===== src/rtl/adc_pkg.sv =====
`default_nettype none
// +--------------------------------------------------------------------+
// | adc_pkg : shared state encoding and default sizes for the SAR scan  |
// | Revision: 1.0                                                       |
// +--------------------------------------------------------------------+
package adc_pkg;

    localparam int DEF_RES        = 12;
    localparam int DEF_NCH        = 4;
    localparam int DEF_SAMPLE_CYC = 2;
    localparam int DEF_OSR_MAX    = 4;

    typedef enum logic [2:0] {
        IDLE    = 3'd0,
        SAMPLE  = 3'd1,
        CONVERT = 3'd2,
        ACCUM   = 3'd3,
        NEXT_CH = 3'd4
    } adc_state_t;

endpackage
`default_nettype wire


===== src/rtl/adc_sar_reg.sv =====
`default_nettype none
// +--------------------------------------------------------------------+
// | adc_sar_reg : successive-approximation bit-decision register that   |
// | walks a probe bit MSB to LSB and produces the trial DAC code        |
// | Revision: 1.0                                                       |
// +--------------------------------------------------------------------+
module adc_sar_reg
    import adc_pkg::*;
#(
    parameter int RES = DEF_RES
) (
    input  logic           clk,
    input  logic           rst_n,
    input  logic           load,
    input  logic           step,
    input  logic           comp,
    output logic [RES-1:0] trial_code,
    output logic [RES-1:0] code,
    output logic           last_bit
);

    logic [RES-1:0] decided;
    logic [RES-1:0] probe;

    always_ff @(posedge clk or negedge rst_n) begin
        if (!rst_n) begin
            decided <= '0;
            probe   <= '0;
        end else if (load) begin
            decided <= '0;
            probe   <= {1'b1, {(RES-1){1'b0}}};
        end else if (step) begin
            if (comp) begin
                decided <= decided | probe;
            end
            probe <= probe >> 1;
        end
    end

    // Probe reaches zero after the LSB decision, so the code holds steady afterwards.
    assign trial_code = decided | probe;
    assign code       = decided;
    assign last_bit   = probe[0];

endmodule
`default_nettype wire


===== src/rtl/adc_sar_scan_ctrl.sv =====
`default_nettype none
// +--------------------------------------------------------------------+
// | adc_sar_scan_ctrl : multi-channel SAR ADC scan sequencer with       |
// | oversampling average and a valid/ready result port                  |
// | Revision: 1.0                                                       |
// +--------------------------------------------------------------------+
module adc_sar_scan_ctrl
    import adc_pkg::*;
#(
    parameter int RES        = DEF_RES,
    parameter int NCH        = DEF_NCH,
    parameter int SAMPLE_CYC = DEF_SAMPLE_CYC,
    parameter int OSR_MAX    = DEF_OSR_MAX
) (
    input  logic                                 clk_vcm,
    input  logic                                 rst_n,
    input  logic                                 start_conversion_in,
    input  logic [NCH-1:0]                       channel_mask_in,
    input  logic [$clog2(OSR_MAX+1)-1:0]         osr_log2_in,
    input  logic                                 continuous_in,
    input  logic                                 comparator_in,
    output logic                                 sample_out,
    output logic [RES-1:0]                       dac_code_out,
    output logic [(NCH > 1 ? $clog2(NCH) : 1)-1:0] channel_sel_out,
    output logic [RES-1:0]                       result_out,
    output logic [(NCH > 1 ? $clog2(NCH) : 1)-1:0] result_channel_out,
    output logic                                 result_valid_out,
    input  logic                                 result_ready_in,
    output logic                                 conversion_finished_out,
    output logic                                 busy_out,
    output logic                                 overrun_out
);

    localparam int OSRW = $clog2(OSR_MAX + 1);
    localparam int CHW  = (NCH > 1) ? $clog2(NCH) : 1;
    localparam int ACCW = RES + OSR_MAX;
    localparam int CNTW = OSR_MAX + 1;
    localparam int SCW  = 4;

    adc_state_t      state;
    adc_state_t      next_state;

    logic [NCH-1:0]  mask_q;
    logic [OSRW-1:0] osr_q;
    logic [OSRW-1:0] osr_clamped;
    logic [CHW-1:0]  cur_ch;
    logic [ACCW-1:0] accum;
    logic [CNTW-1:0] conv_cnt;
    logic [SCW-1:0]  sample_cnt;

    logic            start_accept;
    logic            sample_last;
    logic            conv_last;
    logic            next_found;
    logic [CHW-1:0]  next_idx;
    logic [CHW-1:0]  low_idx;
    logic [CHW-1:0]  start_idx;

    logic [RES-1:0]  trial_code;
    logic [RES-1:0]  sar_code;
    logic            last_bit;

    adc_sar_reg #(
        .RES (RES)
    ) u_sar (
        .clk        (clk_vcm),
        .rst_n      (rst_n),
        .load       (state == SAMPLE),
        .step       (state == CONVERT),
        .comp       (comparator_in),
        .trial_code (trial_code),
        .code       (sar_code),
        .last_bit   (last_bit)
    );

    assign osr_clamped  = (osr_log2_in > OSRW'(OSR_MAX)) ? OSRW'(OSR_MAX) : osr_log2_in;
    assign start_accept = (state == IDLE) && start_conversion_in && (|channel_mask_in);
    assign sample_last  = (sample_cnt == SCW'(SAMPLE_CYC - 1));
    assign conv_last    = (conv_cnt == ((CNTW'(1) << osr_q) - CNTW'(1)));
    assign channel_sel_out = cur_ch;

    // Descending scans leave the lowest qualifying index in each result.
    always_comb begin
        next_found = 1'b0;
        next_idx   = '0;
        low_idx    = '0;
        start_idx  = '0;
        for (int i = NCH - 1; i >= 0; i--) begin
            if (mask_q[i]) begin
                low_idx = CHW'(i);
                if (i > int'(cur_ch)) begin
                    next_found = 1'b1;
                    next_idx   = CHW'(i);
                end
            end
            if (channel_mask_in[i]) begin
                start_idx = CHW'(i);
            end
        end
    end

    always_ff @(posedge clk_vcm or negedge rst_n) begin
        if (!rst_n) begin
            state <= IDLE;
        end else begin
            state <= next_state;
        end
    end

    always_comb begin
        next_state              = state;
        sample_out              = 1'b0;
        dac_code_out            = '0;
        busy_out                = 1'b1;
        conversion_finished_out = 1'b0;
        case (state)
            IDLE: begin
                busy_out = 1'b0;
                if (start_accept) begin
                    next_state = SAMPLE;
                end
            end
            SAMPLE: begin
                sample_out = 1'b1;
                if (sample_last) begin
                    next_state = CONVERT;
                end
            end
            CONVERT: begin
                dac_code_out = trial_code;
                if (last_bit) begin
                    next_state = ACCUM;
                end
            end
            ACCUM: begin
                next_state = conv_last ? NEXT_CH : SAMPLE;
            end
            NEXT_CH: begin
                conversion_finished_out = !next_found;
                next_state = (next_found || continuous_in) ? SAMPLE : IDLE;
            end
            default: begin
                next_state = IDLE;
            end
        endcase
    end

    always_ff @(posedge clk_vcm or negedge rst_n) begin
        if (!rst_n) begin
            mask_q     <= '0;
            osr_q      <= '0;
            cur_ch     <= '0;
            accum      <= '0;
            conv_cnt   <= '0;
            sample_cnt <= '0;
        end else begin
            case (state)
                IDLE: begin
                    if (start_accept) begin
                        mask_q     <= channel_mask_in;
                        osr_q      <= osr_clamped;
                        cur_ch     <= start_idx;
                        accum      <= '0;
                        conv_cnt   <= '0;
                        sample_cnt <= '0;
                    end
                end
                SAMPLE: begin
                    sample_cnt <= sample_last ? '0 : sample_cnt + SCW'(1);
                end
                ACCUM: begin
                    accum    <= accum + ACCW'(sar_code);
                    conv_cnt <= conv_cnt + CNTW'(1);
                end
                NEXT_CH: begin
                    accum    <= '0;
                    conv_cnt <= '0;
                    cur_ch   <= next_found ? next_idx : low_idx;
                end
                default: begin
                end
            endcase
        end
    end

    // A new result always wins over a same-cycle handshake; losing an unread one is flagged.
    always_ff @(posedge clk_vcm or negedge rst_n) begin
        if (!rst_n) begin
            result_out         <= '0;
            result_channel_out <= '0;
            result_valid_out   <= 1'b0;
            overrun_out        <= 1'b0;
        end else if (state == NEXT_CH) begin
            result_out         <= RES'(accum >> osr_q);
            result_channel_out <= cur_ch;
            result_valid_out   <= 1'b1;
            if (result_valid_out && !result_ready_in) begin
                overrun_out <= 1'b1;
            end
        end else begin
            if (result_valid_out && result_ready_in) begin
                result_valid_out <= 1'b0;
            end
            if (start_accept) begin
                overrun_out <= 1'b0;
            end
        end
    end

endmodule
`default_nettype wire


===== config.mk =====
export PLATFORM = sky130hd
export DESIGN_NAME = adc_sar_scan_ctrl
export DESIGN_NICKNAME = d
export VERILOG_FILES = /design/src/rtl/adc_pkg.sv /design/src/rtl/adc_sar_reg.sv /design/src/rtl/adc_sar_scan_ctrl.sv
export SDC_FILE = /design/constraint.sdc
export NUM_CORES = 1
export LEC_CHECK = 0
export ABC_AREA = 1
export ABC_CLOCK_PERIOD_IN_PS = 2500
export CORE_UTILIZATION = 35
export DETAILED_ROUTE_END_ITERATION = 7
export GPL_TIMING_DRIVEN = 0
export PLACE_DENSITY = 0.64
export SYNTH_ARGS = -nofsm -noshare
export SYNTH_HDL_FRONTEND = slang
export SYNTH_SLANG_ARGS = --single-unit

===== constraint.sdc =====
create_clock -name clk_vcm -period 2.5 [get_ports clk_vcm]
set_clock_uncertainty 0.1 [all_clocks]
set_input_delay 0.5 -clock clk_vcm [delete_from_list [all_inputs] [get_ports clk_vcm]]
set_output_delay 0.5 -clock clk_vcm [all_outputs]
set_load 0.005 [all_outputs]

Yosys cells after proc, flatten, opt, wreduce, memory -nomap -nowiden
Index checks and enable logic that the tools add are counted.
Widths: inputs -> output; s select.

word-level totals
  register bits = 77
  logic and storage cells = 108
  output and inout port bits = 33
  bits of input ports = 13

operators by class
  bitwise logic cells = 1
  multiplexer cells = 51
  equality and inequality tests = 10
  $lt $le $gt $ge = 4
  reductions and logical operators = 23
  $add $sub $neg = 4
  shifts and indexed selects = 2

operators with widths
  cell                 count
  $mux 12              6
  $pmux 16 s3          1
  $mux 2               16
  $add 16x12->16       1
  $mux 16              1
  $shr 16x3->12        1
  $mux 1               15
  $mux 3               5
  $pmux 3 s5           1
  $pmux 5 s3           1
  $or 12x12->12        1
  $reduce_and 2->1     6
  $reduce_bool 2->1    6
  $mux 4               2
  $pmux 4 s2           1
  $eq 3x2->1 const B   2
  $ne 2x2->1 const B   3
  $add 5x1->5 const B  1
  $eq 5x5->1           1
  $mux 5               1
  $shl 1x3->5 const A  1
  $sub 5x1->5 const B  1
  $add 4x1->4 const B  1
  $eq 4x1->1 const B   1
  other kinds (14)     19

Logic depth before layout (Yosys ltp)
  word-level depth = 10
  gate-level depth with buffers = 17
  depth with buffers taken out = 16

Modules after synthesis
A second synthesis with hierarchy kept.

unflattened totals
  cell total of the unflattened synthesis = 629
  area, all modules = 4575.6 um^2

by module, submodules not included
  module             seq. area each (um^2)  cells each  area each (um^2)  instances
  adc_sar_scan_ctrl  1326.3                 524         3593.4            1
  adc_sar_reg        600.6                  105         982.2             1

Least setup slack after synthesis
No wires, ideal clock.

  path kind = flip-flop to flip-flop
  start point = register osr_q[1]
  end point = register state[0]
  buffers on the path = 1
  library setup time = 0.121 ns
  setup slack = 0.593 ns
  arrival time = 1.686 ns
  clock period less this slack = 1.907 ns
  cell stages (with the launch flop) = 16
  required time = 2.279 ns
  cell sequence = dfrtp_1 -> buf_4 -> nor2_1 -> nand2_1 -> ha_1 -> inv_1 -> nand2_1 -> nand2_1 -> nor2_1 -> nand2_1 -> nor2_1 -> nand2_1 -> nand2_1 -> nand2_1 -> nand2_1 -> nand2_1

between the ends
  longest elaborated chain between the ends = 5

RTL lines
  item                    line                      RTL
  from (decl)             adc_sar_scan_ctrl.sv:44   logic [OSRW-1:0] osr_q;
  from (signal assigned)  adc_sar_scan_ctrl.sv:161  osr_q <= osr_clamped;
  $shl 1x3->5             adc_sar_scan_ctrl.sv:79   assign conv_last = (conv_cnt == ((CNTW'(1) << osr_q) - CNTW'(1)));
  $sub 5x1->5             adc_sar_scan_ctrl.sv:79
  $eq 5x5->1              adc_sar_scan_ctrl.sv:79
  $mux 3                  adc_sar_scan_ctrl.sv:136  next_state = conv_last ? NEXT_CH : SAMPLE;
  $pmux 3 s5              adc_sar_scan_ctrl.sv:116  case (state)
  to (signal assigned)    adc_sar_scan_ctrl.sv:106  state <= next_state;
  to (decl)               adc_sar_scan_ctrl.sv:40   adc_state_t state;

No other way between the ends.
A chain may end at the register's enable or synchronous reset.

Worst setup path in the final report
  start point = register state[0]
  end point = output port dac_code_out[6]

between the ends
  longest elaborated chain between the ends = 2

RTL lines
  item        line                      RTL
  $eq 3x2->1  adc_sar_scan_ctrl.sv:116
  $mux 12     adc_sar_scan_ctrl.sv:116
  to (decl)   adc_sar_scan_ctrl.sv:23   output logic [RES-1:0] dac_code_out,

No other way between the ends.

==> summary.txt <==
Run status
  – Outcome: completed

Drt
  – 1st-iter DRT viols: 242
  – Post-DRT Antenna Nets: 0
  – WL final: 11.6 mm
  – Met1 Wirelength: 5.52 mm
  – Vias/cell: 4.96
  – WL met3: 379 um
  – Met2 routed WL: 5.52 mm
  – DRC: 0
  – Routed len/inst: 13.7 um
  – Max layer used: met4
  – TritonRoute pass-1 iters: 5
  – Vias: 4212

Synthesis
  – Avg Synthesized Cell Area: 7.61 um^2
  – Xor/xnor share of the synthesized area: 1.33%
  – Post-synth design cell area: 0.00462 mm^2
  – Syn Inst Count: 608
  – Mux share of post-synthesis cell area: 0%
  – Top_reg_cell synth: dfrtp_1
  – Largest family of logic cells by synthesized area: simple AND/OR/NAND/NOR gates
  – Ys Warns: 0
  – Adder-Cell Fraction of Synth Area: 4.76%
  – Mapped Nets: 638
  – Post-synthesis simple-gate area fraction: 25.5%
  – Synth Area in Compound Gates: 17.1%
  – Ys async rst share: 100%
  – Synth Register Bits: 77
  – EDFF count, synth: 0
  – Cell variety after synth: 46
  – Share of the yosys chip area belonging to registers: 41.7%

STA
  – FMAX: 410 MHz
  – Setup TNS: 0 ns
  – Slew Viols, Final: 0
  – Worst relative slew slack: 72.9%
  – Hold slack: 0.383 ns
  – Fin worst setup slack: 0.0597 ns
  – Final min period: 2.44 ns
  – Final hold vios: 0
  – RSZ-0062 raised after global routing: no
  – Worst-Margin Slew: 0.406 ns
  – Period Utilization, post-route: 97.6%
  – Count of final setup violators: 0

Setup path
  – Crit path from: state[0]
  – Worst-path cell chain: nor2_4 -> nand2_4 -> buf_4 -> a21oi_2 -> clkdlybuf4s50_1
  – Worst-path maximum fanout: 10
  – CP Capture Type: output port
  – RR Endpoint: state[0]
  – Flop-to-flop setup slack: 0.36 ns
  – WP data required: 1.90 ns
  – Crit Path Class: register to output port
  – Slowest-stage cell, CP: clkdlybuf4s50_1
  – Reg2Reg Depth: 15
  – Setup crit end: dac_code_out[6]
  – Top Family by Delay on Critical Path: buffers and inverters
  – Worst R2R Start: osr_q[1]
  – CP startpoint kind: register
  – Critical path depth: 5
  – CP peak stage delay: 0.51 ns
  – CP arrival: 1.84 ns
  – Crit path buf inv count: 2

Finish
  – Fillcell total: 1273
  – Layout Area Growth over Synthesis: 25.0%
  – Multi-input gate area: 0.00229 mm^2
  – Share of layout cells above drive strength 1: 12.4%
  – Seq. cell area: 0.00193 mm^2
  – Final net count: 704
  – Diodes inserted: 0

Floorplanning
  – Top Ports: 46
  – Die Area: 0.0137 mm^2
  – Cell Rows: 41
  – Initial Util: 36.2%
  – Core Region: 0.0128 mm^2
  – Die X: 117 um
  – Die Ht: 117 um

Placement
  – Pre-CTS setup slack: 0.0884 ns
  – DP HPWL: 8.74 mm
  – Routability Congestion: 0.841
  – PortBufs: 45

Job
  – Number of max-cap violations: 0

Global route
  – Global-route wire length before repair: 19.4 mm
  – Largest net degree at the start of global routing: 55
  – Vias in the first global route: 4098
  – Global route total overflow: 0
  – GRT Resource Usage Total: 18.6%
  – Initial antenna violation count: 0

CTS
  – Clock tree sinks: 77
  – Reg clk slew, reported paths: 0.06 ns
  – CTS root buf: clkbuf_16
  – Clk buf depth: 2
  – CTS H-tree depth: 3
  – Latest clock arrival within the worst-skew pair: 0.35 ns
  – CTS tree: built
  – CTS buffer count: 9

Power and ir drop
  – VDD IR max: 514 uV
  – Ratio of total power to cell area: 894 mW/mm^2
  – Leak pwr: 2.92 nW

Worst hold path
  – Hold Path Class: register to register
## stage by stage
stage          power (mW)  area, um^2  util, %  std cells
3_3_place_gp         3.64        5290     41.4        825
4_1_cts              5.18        5710     44.7        845
6_report             5.17        5780     45.3        850
5_1_grt              5.52        5780     45.3        850
3_5_place_dp         3.68        5320     41.6        826
2_1_floorplan        3.06        4620        -        608
## Yosys cell counts (3+ instances only)
cell type  number  area share, %
inv_1          74            6.0
nor2_4          4           0.97
nor2_1         35            2.8
nand2_2         4           0.54
dfrtp_1        77             42
nor3_1          6           0.65
nand2_1       152             12
o21ai_0        35            3.8
xor2_1          3           0.57
o211ai_1        3           0.49
o21ai_1         8           0.87
inv_2           8           0.65
buf_4           4           0.65
o22ai_1        18            2.4
buf_6           4           0.97
ha_1           16            4.3
nand4_1         3           0.41
a31oi_1         5           0.68
nand3_1        49            5.3
o21ai_2         9            1.7
or2_1           4           0.54
xnor2_1         4           0.76
a21oi_1        50            5.4
buf_2           8           0.87
## cell type report
type / count / share of cell area [%]
plain buffers: 18 / 2.36
clock buffers: 9 / 3.90
clock inverters: 6 / 1.49
inverters: 83 / 5.48
multi-input cells: 429 / 39.7
flip-flops and latches: 77 / 33.4
well taps: 172 / 3.72
repair buffers: 56 / 9.98
## per-layer routing
layer  GRT usage [%]  vias up
li1                -     2134
met1            24.2     1996
met2            29.9       66
met3            4.33       16
met4            7.76        0
met5               0        -
## worst reg2reg max path, stage by stage, from the launching register on
cell and delay [ns]:
dfrtp_1 0.46, buf_4 0.21, nor2_1 0.17, nand2_1 0.10, ha_1 0.30, inv_1 0.04
nand2_1 0.05, nand2_1 0.04, nor2_1 0.08, nand2_1 0.06, nor2_1 0.09, nand2_1 0.10
nand2_1 0.08, nand2_1 0.05, nand2_1 0.05, nand2_1 0.04
## cells by family (layout without fill, tap and decap cells)
group                      count (synthesis)  count (layout)
AOI/OAI and AO/OA                        137             137
xor gates and xnor gates                   7               7
adders and majority gates                 17              17
buffers and inverters                    102             172
DFF                                       77              77
and+or+nand+nor                          268             268
## report_power, final
part	leakage [nW]	internal (mW)	switching, mW	total [mW]
clock	0.152	0.868	0.529	1.40
sequential	1.04	1.45	0.212	1.66
combinational	1.74	0.804	1.31	2.12
total	2.92	3.12	2.05	5.17
## worst min path at each step
stage / startpoint / endpoint / slack (ns) / cells after the start
5_1_grt: result_out[5] / result_out[5] / 0.41 / 2
3_5_place_dp: rst_n / accum[9] / 0.33 / 1
3_3_place_gp: result_out[5] / result_out[5] / 0.37 / 2
2_1_floorplan: rst_n / accum[0] / 0.10 / 0
6_report: result_channel_out[0] / result_channel_out[0] / 0.38 / 2
4_1_cts: result_channel_out[0] / result_channel_out[0] / 0.39 / 2
## sequential cells by signal, summed over array words and instances, names as in the netlist, 2 cells and up
register,count
osr_q,3
mask_q,4
accum,16
u_sar.code,12
channel_sel_out,2
result_channel_out,2
result_out,12
u_sar.probe,12
sample_cnt,4
conv_cnt,5
state,3
## timing repair
item	in CTS	in global routing
endpoints found under the hold margin	23	0
hold buffers	1	0
pin swaps	3	2
setup endpoints to repair	14	11
setup buffers	4	5
gates resized for setup	17	11
## placed cells by master (no fill, tap or decap), drive strengths merged
cell type / n
nand3: 50
o211ai: 3
o22ai: 19
o21ai: 52
fa: 1
nand3b: 2
dlygate4sd2: 1
a31oi: 5
a21boi: 1
o22a: 1
dlymetal6s2s: 10
nand4: 3
xnor2: 4
nor2: 41
clkbuf: 11
and2: 1
bufinv: 2
o21bai: 1
nor4: 1
nand2: 157
a22o: 1
nor3: 7
dlygate4sd3: 1
a21o: 1
o31ai: 1
dfrtp: 77
or2: 6
a22oi: 1
a21oi: 51
xor2: 3
clkdlybuf4s50: 33
buf: 27
clkinvlp: 1
inv: 84
ha: 16
clkinv: 2
Power figures use the tool's default switching activity.
